## src/rtl/char_motion_if.sv

```systemverilog
// Signal bundle between the game-state/keyboard logic and the character motion block.
// The master drives keys, crashes and the freeze/respawn handshake; the slave returns the sprite state.
interface char_motion_if;
  logic        startOfFrame;
  logic        leftPress;
  logic        rightPress;
  logic        leftCrash;
  logic        rightCrash;
  logic        freeze;
  logic        respawn;
  logic [10:0] topLeftX;
  logic [10:0] topLeftY;
  logic [3:0]  speed;
  logic        facingLeft;
  logic        frozen;

  modport master (
    output startOfFrame, leftPress, rightPress, leftCrash, rightCrash, freeze, respawn,
    input  topLeftX, topLeftY, speed, facingLeft, frozen
  );

  modport slave (
    input  startOfFrame, leftPress, rightPress, leftCrash, rightCrash, freeze, respawn,
    output topLeftX, topLeftY, speed, facingLeft, frozen
  );
endinterface

```

## src/rtl/char_motion.sv

```systemverilog
// Per-frame X motion of the player character on the bottom walkway: speed ramp, edge clamp,
// crash blocking and freeze/respawn. Define CHAR_WRAP_EN to replace the edge clamp with wrap-around.
//
// state  | meaning
// IDLE   | no accepted move request; speed 0
// MOVE_L | moving left, speed ramping
// MOVE_R | moving right, speed ramping
// FROZEN | hit; motion stopped until respawn
module char_motion #(
  parameter int SCREEN_W     = 640,
  parameter int CHAR_W       = 32,
  parameter int CHAR_HIGHT   = 32,
  parameter int GROUND_Y     = 479,
  parameter int INITIAL_X    = 320,
  parameter int MAX_SPEED    = 4,
  parameter int ACCEL_FRAMES = 8
) (
  input logic          clk,
  input logic          resetN,
  char_motion_if.slave bus
);

  localparam logic [11:0] X_MAX     = 12'(SCREEN_W - CHAR_W);
  localparam logic [10:0] X_INIT    = 11'(INITIAL_X);
  localparam logic [3:0]  SPEED_MAX = 4'(MAX_SPEED);
  localparam logic [7:0]  ACCEL_TC  = 8'(ACCEL_FRAMES - 1);

  typedef enum logic [1:0] {IDLE, MOVE_L, MOVE_R, FROZEN} state_t;

  state_t      state_q;
  logic [10:0] x_q;
  logic [3:0]  speed_q;
  logic [7:0]  accel_q;
  logic        facing_q;
  logic        frozen_q;

  logic        req_l;
  logic        req_r;
  logic        crash;
  state_t      req_state;
  logic [3:0]  speed_d;
  logic [7:0]  accel_d;
  logic [10:0] x_d;
  logic [11:0] x_ext;
  logic [11:0] spd_ext;
  logic [11:0] sum;

  always_comb begin
    req_l     = bus.leftPress & ~bus.rightPress;
    req_r     = bus.rightPress & ~bus.leftPress;
    req_state = req_l ? MOVE_L : MOVE_R;
    crash     = (req_l & bus.leftCrash) | (req_r & bus.rightCrash);

    // A new direction (or start from IDLE) restarts the ramp at speed 1.
    speed_d = speed_q;
    accel_d = accel_q + 8'd1;
    if (state_q != req_state) begin
      speed_d = 4'd1;
      accel_d = 8'd0;
    end else if (accel_q == ACCEL_TC) begin
      accel_d = 8'd0;
      if (speed_q < SPEED_MAX) speed_d = speed_q + 4'd1;
    end

    x_ext   = {1'b0, x_q};
    spd_ext = {8'd0, speed_d};
    sum     = x_ext + spd_ext;
    x_d     = x_q;
    if (req_l) begin
`ifdef CHAR_WRAP_EN
      x_d = (x_ext < spd_ext) ? X_MAX[10:0] : x_q - 11'(speed_d);
`else
      x_d = (x_ext <= spd_ext) ? 11'd0 : x_q - 11'(speed_d);
`endif
    end else begin
`ifdef CHAR_WRAP_EN
      x_d = (sum > X_MAX) ? 11'd0 : sum[10:0];
`else
      x_d = (sum >= X_MAX) ? X_MAX[10:0] : sum[10:0];
`endif
    end
  end

  always_ff @(posedge clk or negedge resetN) begin
    if (!resetN) begin
      state_q  <= IDLE;
      x_q      <= X_INIT;
      speed_q  <= 4'd0;
      accel_q  <= 8'd0;
      facing_q <= 1'b0;
      frozen_q <= 1'b0;
    end else if (bus.respawn) begin
      state_q  <= IDLE;
      x_q      <= X_INIT;
      speed_q  <= 4'd0;
      accel_q  <= 8'd0;
      frozen_q <= 1'b0;
    end else if (bus.freeze && state_q != FROZEN) begin
      state_q  <= FROZEN;
      frozen_q <= 1'b1;
      speed_q  <= 4'd0;
      accel_q  <= 8'd0;
    end else if (bus.startOfFrame && state_q != FROZEN) begin
      if (!(req_l || req_r)) begin
        state_q <= IDLE;
        speed_q <= 4'd0;
        accel_q <= 8'd0;
      end else begin
        facing_q <= req_l;
        if (crash) begin
          state_q <= IDLE;
          speed_q <= 4'd0;
          accel_q <= 8'd0;
        end else begin
          state_q <= req_state;
          speed_q <= speed_d;
          accel_q <= accel_d;
          x_q     <= x_d;
        end
      end
    end
  end

  assign bus.topLeftX   = x_q;
  assign bus.topLeftY   = 11'(GROUND_Y - CHAR_HIGHT + 1);
  assign bus.speed      = speed_q;
  assign bus.facingLeft = facing_q;
  assign bus.frozen     = frozen_q;

endmodule

```

## src/flat_wrapper.sv

```systemverilog
// flat-port wrapper written by rule: the top's interface ports become plain ports
module char_motion_flat 
#(
  parameter int SCREEN_W     = 640,
  parameter int CHAR_W       = 32,
  parameter int CHAR_HIGHT   = 32,
  parameter int GROUND_Y     = 479,
  parameter int INITIAL_X    = 320,
  parameter int MAX_SPEED    = 4,
  parameter int ACCEL_FRAMES = 8
)
  (clk, resetN, bus_startOfFrame, bus_leftPress, bus_rightPress, bus_leftCrash, bus_rightCrash, bus_freeze, bus_respawn, bus_topLeftX, bus_topLeftY, bus_speed, bus_facingLeft, bus_frozen);
  char_motion_if bus_i ();
  input logic clk;
  input logic resetN;
  input wire logic [$bits(bus_i.startOfFrame)-1:0] bus_startOfFrame;
  input wire logic [$bits(bus_i.leftPress)-1:0] bus_leftPress;
  input wire logic [$bits(bus_i.rightPress)-1:0] bus_rightPress;
  input wire logic [$bits(bus_i.leftCrash)-1:0] bus_leftCrash;
  input wire logic [$bits(bus_i.rightCrash)-1:0] bus_rightCrash;
  input wire logic [$bits(bus_i.freeze)-1:0] bus_freeze;
  input wire logic [$bits(bus_i.respawn)-1:0] bus_respawn;
  output wire logic [$bits(bus_i.topLeftX)-1:0] bus_topLeftX;
  output wire logic [$bits(bus_i.topLeftY)-1:0] bus_topLeftY;
  output wire logic [$bits(bus_i.speed)-1:0] bus_speed;
  output wire logic [$bits(bus_i.facingLeft)-1:0] bus_facingLeft;
  output wire logic [$bits(bus_i.frozen)-1:0] bus_frozen;
  assign bus_i.startOfFrame = bus_startOfFrame;
  assign bus_i.leftPress = bus_leftPress;
  assign bus_i.rightPress = bus_rightPress;
  assign bus_i.leftCrash = bus_leftCrash;
  assign bus_i.rightCrash = bus_rightCrash;
  assign bus_i.freeze = bus_freeze;
  assign bus_i.respawn = bus_respawn;
  assign bus_topLeftX = bus_i.topLeftX;
  assign bus_topLeftY = bus_i.topLeftY;
  assign bus_speed = bus_i.speed;
  assign bus_facingLeft = bus_i.facingLeft;
  assign bus_frozen = bus_i.frozen;
  char_motion #(.SCREEN_W(SCREEN_W), .CHAR_W(CHAR_W), .CHAR_HIGHT(CHAR_HIGHT), .GROUND_Y(GROUND_Y), .INITIAL_X(INITIAL_X), .MAX_SPEED(MAX_SPEED), .ACCEL_FRAMES(ACCEL_FRAMES)) u_core (.clk(clk), .resetN(resetN), .bus(bus_i));
endmodule
```

## config.mk

```make
export PLATFORM = sky130hd
export DESIGN_NAME = char_motion_flat
export DESIGN_NICKNAME = d
export VERILOG_FILES = /design/src/rtl/char_motion_if.sv /design/src/rtl/char_motion.sv /design/src/flat_wrapper.sv
export SDC_FILE = /design/constraint.sdc
export NUM_CORES = 1
export LEC_CHECK = 0
export CORE_MARGIN = 2
export CORE_UTILIZATION = 30
export DETAILED_ROUTE_END_ITERATION = 6
export DONT_BUFFER_PORTS = 1
export HOLD_SLACK_MARGIN = 0.05
export PLACE_DENSITY = 0.48
export SKIP_CTS_REPAIR_TIMING = 1
export SYNTH_ARGS = -nofsm -noshare
export SYNTH_HDL_FRONTEND = slang
export SYNTH_SLANG_ARGS = --single-unit
```

## constraint.sdc

```tcl
create_clock -name clk -period 4.6 [get_ports clk]
set_clock_uncertainty 0.1 [all_clocks]
set_input_delay 0.46 -clock clk [delete_from_list [all_inputs] [get_ports clk]]
set_output_delay 0.46 -clock clk [all_outputs]
set_load 0.1 [all_outputs]
```

==> results of run 1 <==
layout make-up:
type	count	area, sq um
inverter	15	56.3
tap	102	128
timing repair buffer	19	158
fill	823	5090
clock buffer	4	45.0
multi-input combinational	233	1530
sequential	27	678
Yosys cell counts, drive strengths merged, types with 6 or more instances:
cell and count:
nand2 22, inv 15, clkbuf 11, a31oi 7, o31ai 6, buf 12, nand3 7, a21oi 16
nand2b 6, dfrtp 25, o21ai 26, xor2 6, ha 13, nor2b 6, nor2 26
worst min-delay path by stage:
stage	startpoint	end	slack (ns)	cells past startpoint
after floorplan	resetN	u_core.accel_q[0]	0.06	0
after global placement	resetN	u_core.bus.topLeftX[10]	0.07	0
after detailed placement	resetN	u_core.bus.frozen	0.07	0
after CTS	resetN	u_core.bus.frozen	-0.24	0
after global routing	bus_respawn	u_core.bus.frozen	0.13	1
final	bus_respawn	u_core.bus.frozen	0.14	1
cells by family (layout without fill, tap and decap cells):
group / count (synthesis) / after routing / synth area share
AOI/OAI and AO/OA: 92 / 92 / 0.266
xor gates and xnor gates: 11 / 11 / 0.0408
adders and majority gates: 15 / 15 / 0.0858
buffers and inverters: 38 / 38 / 0.0783
DFF: 27 / 27 / 0.287
muxes: 2 / 2 / 0.00847
other: 2 / 11 / 0.00318
and+or+nand+nor: 102 / 102 / 0.231
power breakdown:
group	internal [mW]	leakage (nW)	switching, mW
clock	0.0621	0.0228	0.0765
combinational	0.0361	0.761	0.106
sequential	0.243	0.365	0.0337
total	0.342	1.15	0.216
worst reg2reg max path: cells and delay by family, from the launching register on:
family,cells,cell delay (ns)
adders and majority gates,2,0.61
xor gates and xnor gates,1,0.16
and+or+nand+nor,4,1.31
AOI/OAI and AO/OA,6,1.52
DFF,1,0.42
stage by stage:
step	setup slack [ns]	instances	cell area (sq um)	hold WS (ns)	power (mW)
final	0.376	400	2600	0.139	0.557
after global placement	0.487	394	2520	0.0660	0.417
after floorplan	0.781	298	2400	0.0644	0.397
after global routing	0.0629	400	2600	0.127	0.586
after detailed placement	0.388	394	2520	0.0657	0.416
after CTS	0.355	398	2570	-0.235	0.553
state kept, by name (all words and copies together), names as in the netlist:
name,cells
u_core.bus.topLeftX,11
u_core.accel_q,8
u_core.bus.speed,4
u_core.state_q,2
u_core.bus.facingLeft,1
u_core.bus.frozen,1
layout by cell type (no fill, tap or decap), drive strengths merged, types with 5 or more instances in the layout:
| master | count |
|---|---|
| inv | 15 |
| ha | 13 |
| buf | 18 |
| xnor2 | 5 |
| nor2b | 6 |
| nand3 | 7 |
| nand2b | 6 |
| a211oi | 5 |
| o31ai | 6 |
| xor2 | 6 |
| o21ai | 26 |
| nor3 | 5 |
| a21oi | 16 |
| a31oi | 7 |
| nor2 | 26 |
| conb | 11 |
| nand2 | 22 |
| dfrtp | 25 |
layer usage:
layer / share of wire / GRT usage / vias to the layer above
li1: - / - / 1048
met2: 0.49 / 0.249 / 45
met1: 0.46 / 0.204 / 1012
met5: 0 / 0 / -
met4: 0.0051 / 0.0331 / 0
met3: 0.043 / 0.0138 / 2
==> implementation parameters, run 1 <==
Parameter                              Value

Clocking
  Source-to-sink clock delay at the later pin of the worst-skew pair    0.27 ns
  Buffer cell driving the clock tree root    clkbuf_8
  Largest buffer count on any clock path    2
  Number of CTS-inserted buffers    3
  TritonCTS clock tree    yes
  Worst-path clk slew    0.10 ns
  Clock sink total    27
  CTS H-tree depth    1

Finish
  Fraction of final layout cells with drive strength greater than 1    0.117
  Antenna Cells    0
  Final Util    0.338
  Area added between synthesis and finish    9.95%
  Final net count    323

Synth
  Async SR Flop Fraction    1.00
  Number of enable flip-flop cells after synthesis    0
  Cell type with the highest aggregate area in the netlist    dfrtp_1
  Avg Synthesized Cell Area    8.18 sq um
  Yosys warns    0
  Most used flip-flop cell after synthesis    dfrtp_1
  Post-synthesis sequential area ratio    0.287
  Biggest area contributors in the synthesized netlist    dfrtp_1, ha_1, o21ai_1
  Number of flip-flops and latches in the synthesized netlist    27
  Synthesized instance count    289
  Fraction of synthesized cell area taken by the top area cell type    0.265
  Netlist Area Pre-Place    0.00236 sq mm
  Distinct cell type count of the synthesized netlist    63

STA
  Achievable frequency    237 MHz
  Number of setup violations in the final report    0
  Pin slew with the least headroom to its limit    1.05 ns
  Setup TNS    0 ns
  Unrepaired setup endpoints after global routing    no
  Slew Limit Fails    0
  Final Hold Vio Count    0
  Worst-case headroom to the max-slew limit    0.298
  Share of the clock period used by the worst path    0.918
  Min Clock Period, post-route    4.22 ns

Power
  Power density cells    215 mW/mm^2
  Lkg Pwr    1.15 nW
  Maximum ir drop on the vdd rail    0.000148 V

Detailed routing
  Avg WL per Cell    15.1 um
  Total detailed-routing wirelength    6040 um
  Drc violations    0
  Post-detailed-route count of antenna-violating nets    0
  Ratio of routed vias to standard cells    5.27
  Violation count after the first detailed-route iteration    198
  Via count    2107
  1st-pass router iterations    4

Worst hold path
  Min-Delay Path Class    primary input to flip-flop

Setup path
  Worst Path Required    4.67 ns
  Critical path arrival    4.29 ns
  Crit-path leading delay family    compound AO/OA/AOI/OAI gates
  Worst setup path category    flip-flop to flip-flop
  Sum of buffers and inverters on the critical path    0
  Worst-case reg-to-reg path depth    13
  Largest driver fanout on the critical path    6
  Slowest cell on crit path    or4_1
  Cells traversed along the worst timing path    or4_1, or3_4, nor3_4, xnor2_1, o21ai_1, ha_1, fa_1, nor2b_1, o211a_1, a31o_1, a21oi_2, o21ai_1, o41ai_1
  End of the worst register-to-register path    u_core.bus.topLeftX[1]
  Worst Setup SP    u_core.accel_q[3]
  CP startpoint kind    flip-flop
  Capturing instance or port of the critical path    u_core.bus.topLeftX[1]
  CP endpoint kind    flip-flop
  Cell type with the highest occurrence count on the critical path    o21ai_1
  Critical path depth    13
  Reg2Reg Launch Point    u_core.accel_q[3]
  Delay of the slowest cell on the worst path    0.52 ns
  FF-to-FF setup slack    0.38 ns

Global route
  Total grt overflow    0
  GR Util All Layers    0.148
  Antenna violations before repair    0
  First-pass GRT wire length    10300 um
  Largest net degree at the start of global routing    28
  Vias in the first global route    2025

Flow run
  Max-capacitance violation count    0

Status
  Run status    complete, no violations

Floorplanning
  Horizontal die dimension    92.8 um
  Core Footprint    0.00769 sq mm
  Number of top-level pins    37
  Starting Density    0.307
  Number of placement rows    32
  Chip Height    92.8 um
  Die footprint    0.00860 sq mm

Placed design
  Global placer's final weighted congestion    0.842
  Detail Placement HPWL    4650 um
  Port-buffer cells    0
(Power assumes the default switching activity.)
==> run 2, diff against run 1 <==
ABC_AREA = 1   (was default)
CORE_ASPECT_RATIO = 0.6   (was default)
==> run 2 against run 1 <==
First-iteration DRC count is 16% lower; setup slack better by 0.92 ns; global-route usage is 0.28 points higher; fmax is 28% higher; largest power group unchanged; non-clock buffer count is 10 lower; via count is 3.1% lower; sequential power hardly changed; register-to-register slack better by 0.92 ns; die area is 2.7% lower; sequential share of layout area is 0.96 points higher; critical path type unchanged; hold slack better by 0.0053 ns; combinational power is 11% higher.
==> implementation parameters, run 2 <==
Parameter                              Value

Synth
  Distinct cell type count of the synthesized netlist    34 (was 63)
  Post-synthesis sequential area ratio    0.296 (was 0.287)
  Synthesized instance count    333 (was 289)
  Number of enable flip-flop cells after synthesis    0 (unchanged)
  Avg Synthesized Cell Area    6.88 sq um (was 8.18 sq um)
  Netlist Area Pre-Place    0.00229 sq mm (was 0.00236 sq mm)
  Async SR Flop Fraction    1.00 (unchanged)
  Yosys warns    0 (unchanged)
  Cell type with the highest aggregate area in the netlist    dfrtp_1 (unchanged)
  Number of flip-flops and latches in the synthesized netlist    27 (unchanged)
  Cell with the most instances after synthesis    nand2_1 (was nor2_1)
  Leading cell types by count after synthesis    nand2_1, inv_1, nand3_1 (was nor2_1, dfrtp_1, nand2_1, o21ai_1, a21oi_1)
  Fraction of synthesized cell area taken by the top area cell type    0.273 (was 0.265)
  Most used flip-flop cell after synthesis    dfrtp_1 (unchanged)
  Biggest area contributors in the synthesized netlist    dfrtp_1, nand2_1, inv_1 (was dfrtp_1, ha_1, o21ai_1)

Finish
  Final net count    364 (was 323)
  Antenna Cells    0 (unchanged)
  Fraction of final layout cells with drive strength greater than 1    0.127 (was 0.117)
  Max reg flops    11 (unchanged)
  Layout filler cell count    814 (was 823)
  Leading cell type in the layout, fill and taps excluded    nand2_1 (was nor2_1)
  Commonest non-fill, non-tap cells in the layout    nand2_1, inv_1, nand3_1 (was nor2_1, dfrtp_1, nand2_1, o21ai_1, buf_4)
  Area added between synthesis and finish    9.45% (was 9.95%)

STA
  Share of the clock period used by the worst path    0.719 (was 0.918)
  Worst-case headroom to the max-slew limit    0.281 (was 0.298)
  Pin slew with the least headroom to its limit    1.08 ns (was 1.05 ns)
  Min Clock Period, post-route    3.31 ns (was 4.22 ns)
  Final Hold Vio Count    0 (unchanged)
  Unrepaired setup endpoints after global routing    no (unchanged)
  Number of setup violations in the final report    0 (unchanged)
  Achievable frequency    303 MHz (was 237 MHz)
  Setup TNS    0 ns (unchanged)
  Slew Limit Fails    0 (unchanged)

Worst hold path
  Instance count along the most critical hold path    1 (unchanged)
  Hold Path Sink    u_core.bus.frozen (unchanged)
  Min-Delay Path Class    primary input to flip-flop (unchanged)
  Launch point of the worst hold path    bus_respawn (unchanged)

Power
  Switching power    0.249 mW (was 0.216 mW)
  Sum of internal, switching and leakage power    0.646 mW (was 0.557 mW)
  Switching Share    0.386 (was 0.387)
  Internal cell power    0.397 mW (was 0.342 mW)
  Lkg Pwr    1.26 nW (was 1.15 nW)
  Maximum ir drop on the vdd rail    0.000154 V (was 0.000148 V)
  Power density cells    258 mW/mm^2 (was 215 mW/mm^2)
  Logic pwr share    0.245 (was 0.254)
  Share of power burned in the clock network    0.322 (was 0.249)
  Seq pwr share    0.433 (was 0.497)

Placed design
  Detail Placement HPWL    4770 um (was 4650 um)
  Global placer's final weighted congestion    0.910 (was 0.842)
  Port-buffer cells    0 (unchanged)

Setup path
  Crit-path leading delay family    simple AND/OR/NAND/NOR gates (was compound AO/OA/AOI/OAI gates)
  Worst-case reg-to-reg path depth    21 (was 13)
  Worst Path Required    4.71 ns (was 4.67 ns)
  Sum of buffers and inverters on the critical path    3 (was 0)
  CP startpoint kind    flip-flop (unchanged)
  Slowest cell on crit path    fa_1 (was or4_1)
  CP endpoint kind    flip-flop (unchanged)
  Reg2Reg Launch Point    u_core.accel_q[0] (was u_core.accel_q[3])
  FF-to-FF setup slack    1.29 ns (was 0.38 ns)
  Delay of the slowest cell on the worst path    0.46 ns (was 0.52 ns)
  Critical path arrival    3.41 ns (was 4.29 ns)
  Worst setup path category    flip-flop to flip-flop (unchanged)
  Cell type with the highest occurrence count on the critical path    nand2_1 (was o21ai_1)
  End of the worst register-to-register path    u_core.bus.topLeftX[2] (was u_core.bus.topLeftX[1])
  Cells traversed along the worst timing path    ha_1, nand2_1, inv_1, nand4_1, nor3_2, inv_1, or2_0, nand3_1, inv_1, fa_1, nand2_1, nand3_1, nand2_1, nand2_1, nand2_1, nand3_1, nand2_2, nand2_2, nand2_4, nand3_1, nand2_1 (was or4_1, or3_4, nor3_4, xnor2_1, o21ai_1, ha_1, fa_1, nor2b_1, o211a_1, a31o_1, a21oi_2, o21ai_1, o41ai_1)
  Largest driver fanout on the critical path    6 (unchanged)

Floorplanning
  Horizontal die dimension    117 um (was 92.8 um)
  Number of placement rows    24 (was 32)
  Chip Height    71.7 um (was 92.8 um)
  Starting Density    0.313 (was 0.307)
  Number of top-level pins    37 (unchanged)
  Core Footprint    0.00733 sq mm (was 0.00769 sq mm)
  Die footprint    0.00837 sq mm (was 0.00860 sq mm)

Clocking
  Largest buffer count on any clock path    2 (unchanged)
  CTS H-tree depth    1 (unchanged)
  Worst-path clk slew    0.07 ns (was 0.10 ns)
  Buffer cell driving the clock tree root    clkbuf_16 (was clkbuf_8)
  Clock sink total    27 (unchanged)
  Source-to-sink clock delay at the later pin of the worst-skew pair    0.27 ns (about the same)
  Number of CTS-inserted buffers    3 (unchanged)
  TritonCTS clock tree    yes (unchanged)

Detailed routing
  Violation count after the first detailed-route iteration    167 (was 198)
  Via count    2041 (was 2107)
  Drc violations    0 (unchanged)
  Avg WL per Cell    13.7 um (was 15.1 um)
  Ratio of routed vias to standard cells    4.61 (was 5.27)
  1st-pass router iterations    4 (unchanged)
  Total detailed-routing wirelength    6070 um (was 6040 um)
  Post-detailed-route count of antenna-violating nets    0 (unchanged)

Global route
  Total grt overflow    0 (unchanged)
  Antenna violations before repair    0 (unchanged)
  GR Util All Layers    0.150 (was 0.148)
  First-pass GRT wire length    9560 um (was 10300 um)
  Vias in the first global route    1779 (was 2025)
  Largest net degree at the start of global routing    28 (unchanged)

Status
  Run status    complete, no violations (unchanged)

Flow run
  Max-capacitance violation count    0 (unchanged)
## run 2: power groups by stage
stage | Clock [mW] | Sequential, mW | Combinational (mW)
finish | 0.208 | 0.280 | 0.158
global route | 0.227 | 0.281 | 0.174
CTS | 0.220 | 0.280 | 0.150
detailed placement | 0 | 0.285 | 0.149
global placement | 0 | 0.285 | 0.150
floorplan | 0 | 0.293 | 0.121
## run 2: area by class of cell
type                            count  area, sq um  area share
Inverter                           56          210      0.0839
Multi-Input combinational cell    243         1320       0.528
Clock buffer                        3         75.1      0.0300
Timing Repair Buffer                9         82.6      0.0330
Tap cell                          104          130      0.0519
Sequential cell                    27          678       0.271
Clock inverter                      1         7.51     0.00300
## run 2: cells by family after synthesis
logic type      synth area share
simple gates               0.333
buf+inv                    0.141
compound gates             0.119
flops                      0.296
fa+ha+maj                 0.0885
xor+xnor                  0.0191
other cells              0.00328
## run 2: how the worst max path moves through the flow
stage,slack (ns),depth (start not counted),to,from
after floorplan,1.46,17,u_core.bus.topLeftX[1],u_core.bus.speed[1]
after global placement,1.32,19,u_core.bus.topLeftX[9],bus_rightPress
after detailed placement,1.24,21,u_core.bus.topLeftX[3],bus_rightPress
after CTS,1.27,21,u_core.bus.topLeftX[2],u_core.accel_q[0]
after global routing,0.95,21,u_core.bus.topLeftX[2],u_core.accel_q[0]
final,1.29,21,u_core.bus.topLeftX[2],u_core.accel_q[0]
## run 2: per-layer routing
metal | track usage | wire length [um] | part of all wire
met5 | 0 | 0 | 0
met1 | 0.261 | 3450 | 0.57
met2 | 0.173 | 2070 | 0.34
met4 | 0.0196 | 29 | 0.0048
met3 | 0.0482 | 520 | 0.086
## run 2: per-stage QoR
step / util / setup WS, ns / instances / cell area [sq um] / hold slack (ns)
2_1_floorplan: - / 1.46 / 342 / 2320 / 0.0644
3_3_place_gp: 0.327 / 1.32 / 437 / 2390 / 0.0652
3_5_place_dp: 0.327 / 1.24 / 437 / 2390 / 0.0652
4_1_cts: 0.338 / 1.27 / 441 / 2480 / -0.232
5_1_grt: 0.342 / 0.953 / 443 / 2510 / 0.136
6_report: 0.342 / 1.29 / 443 / 2510 / 0.144
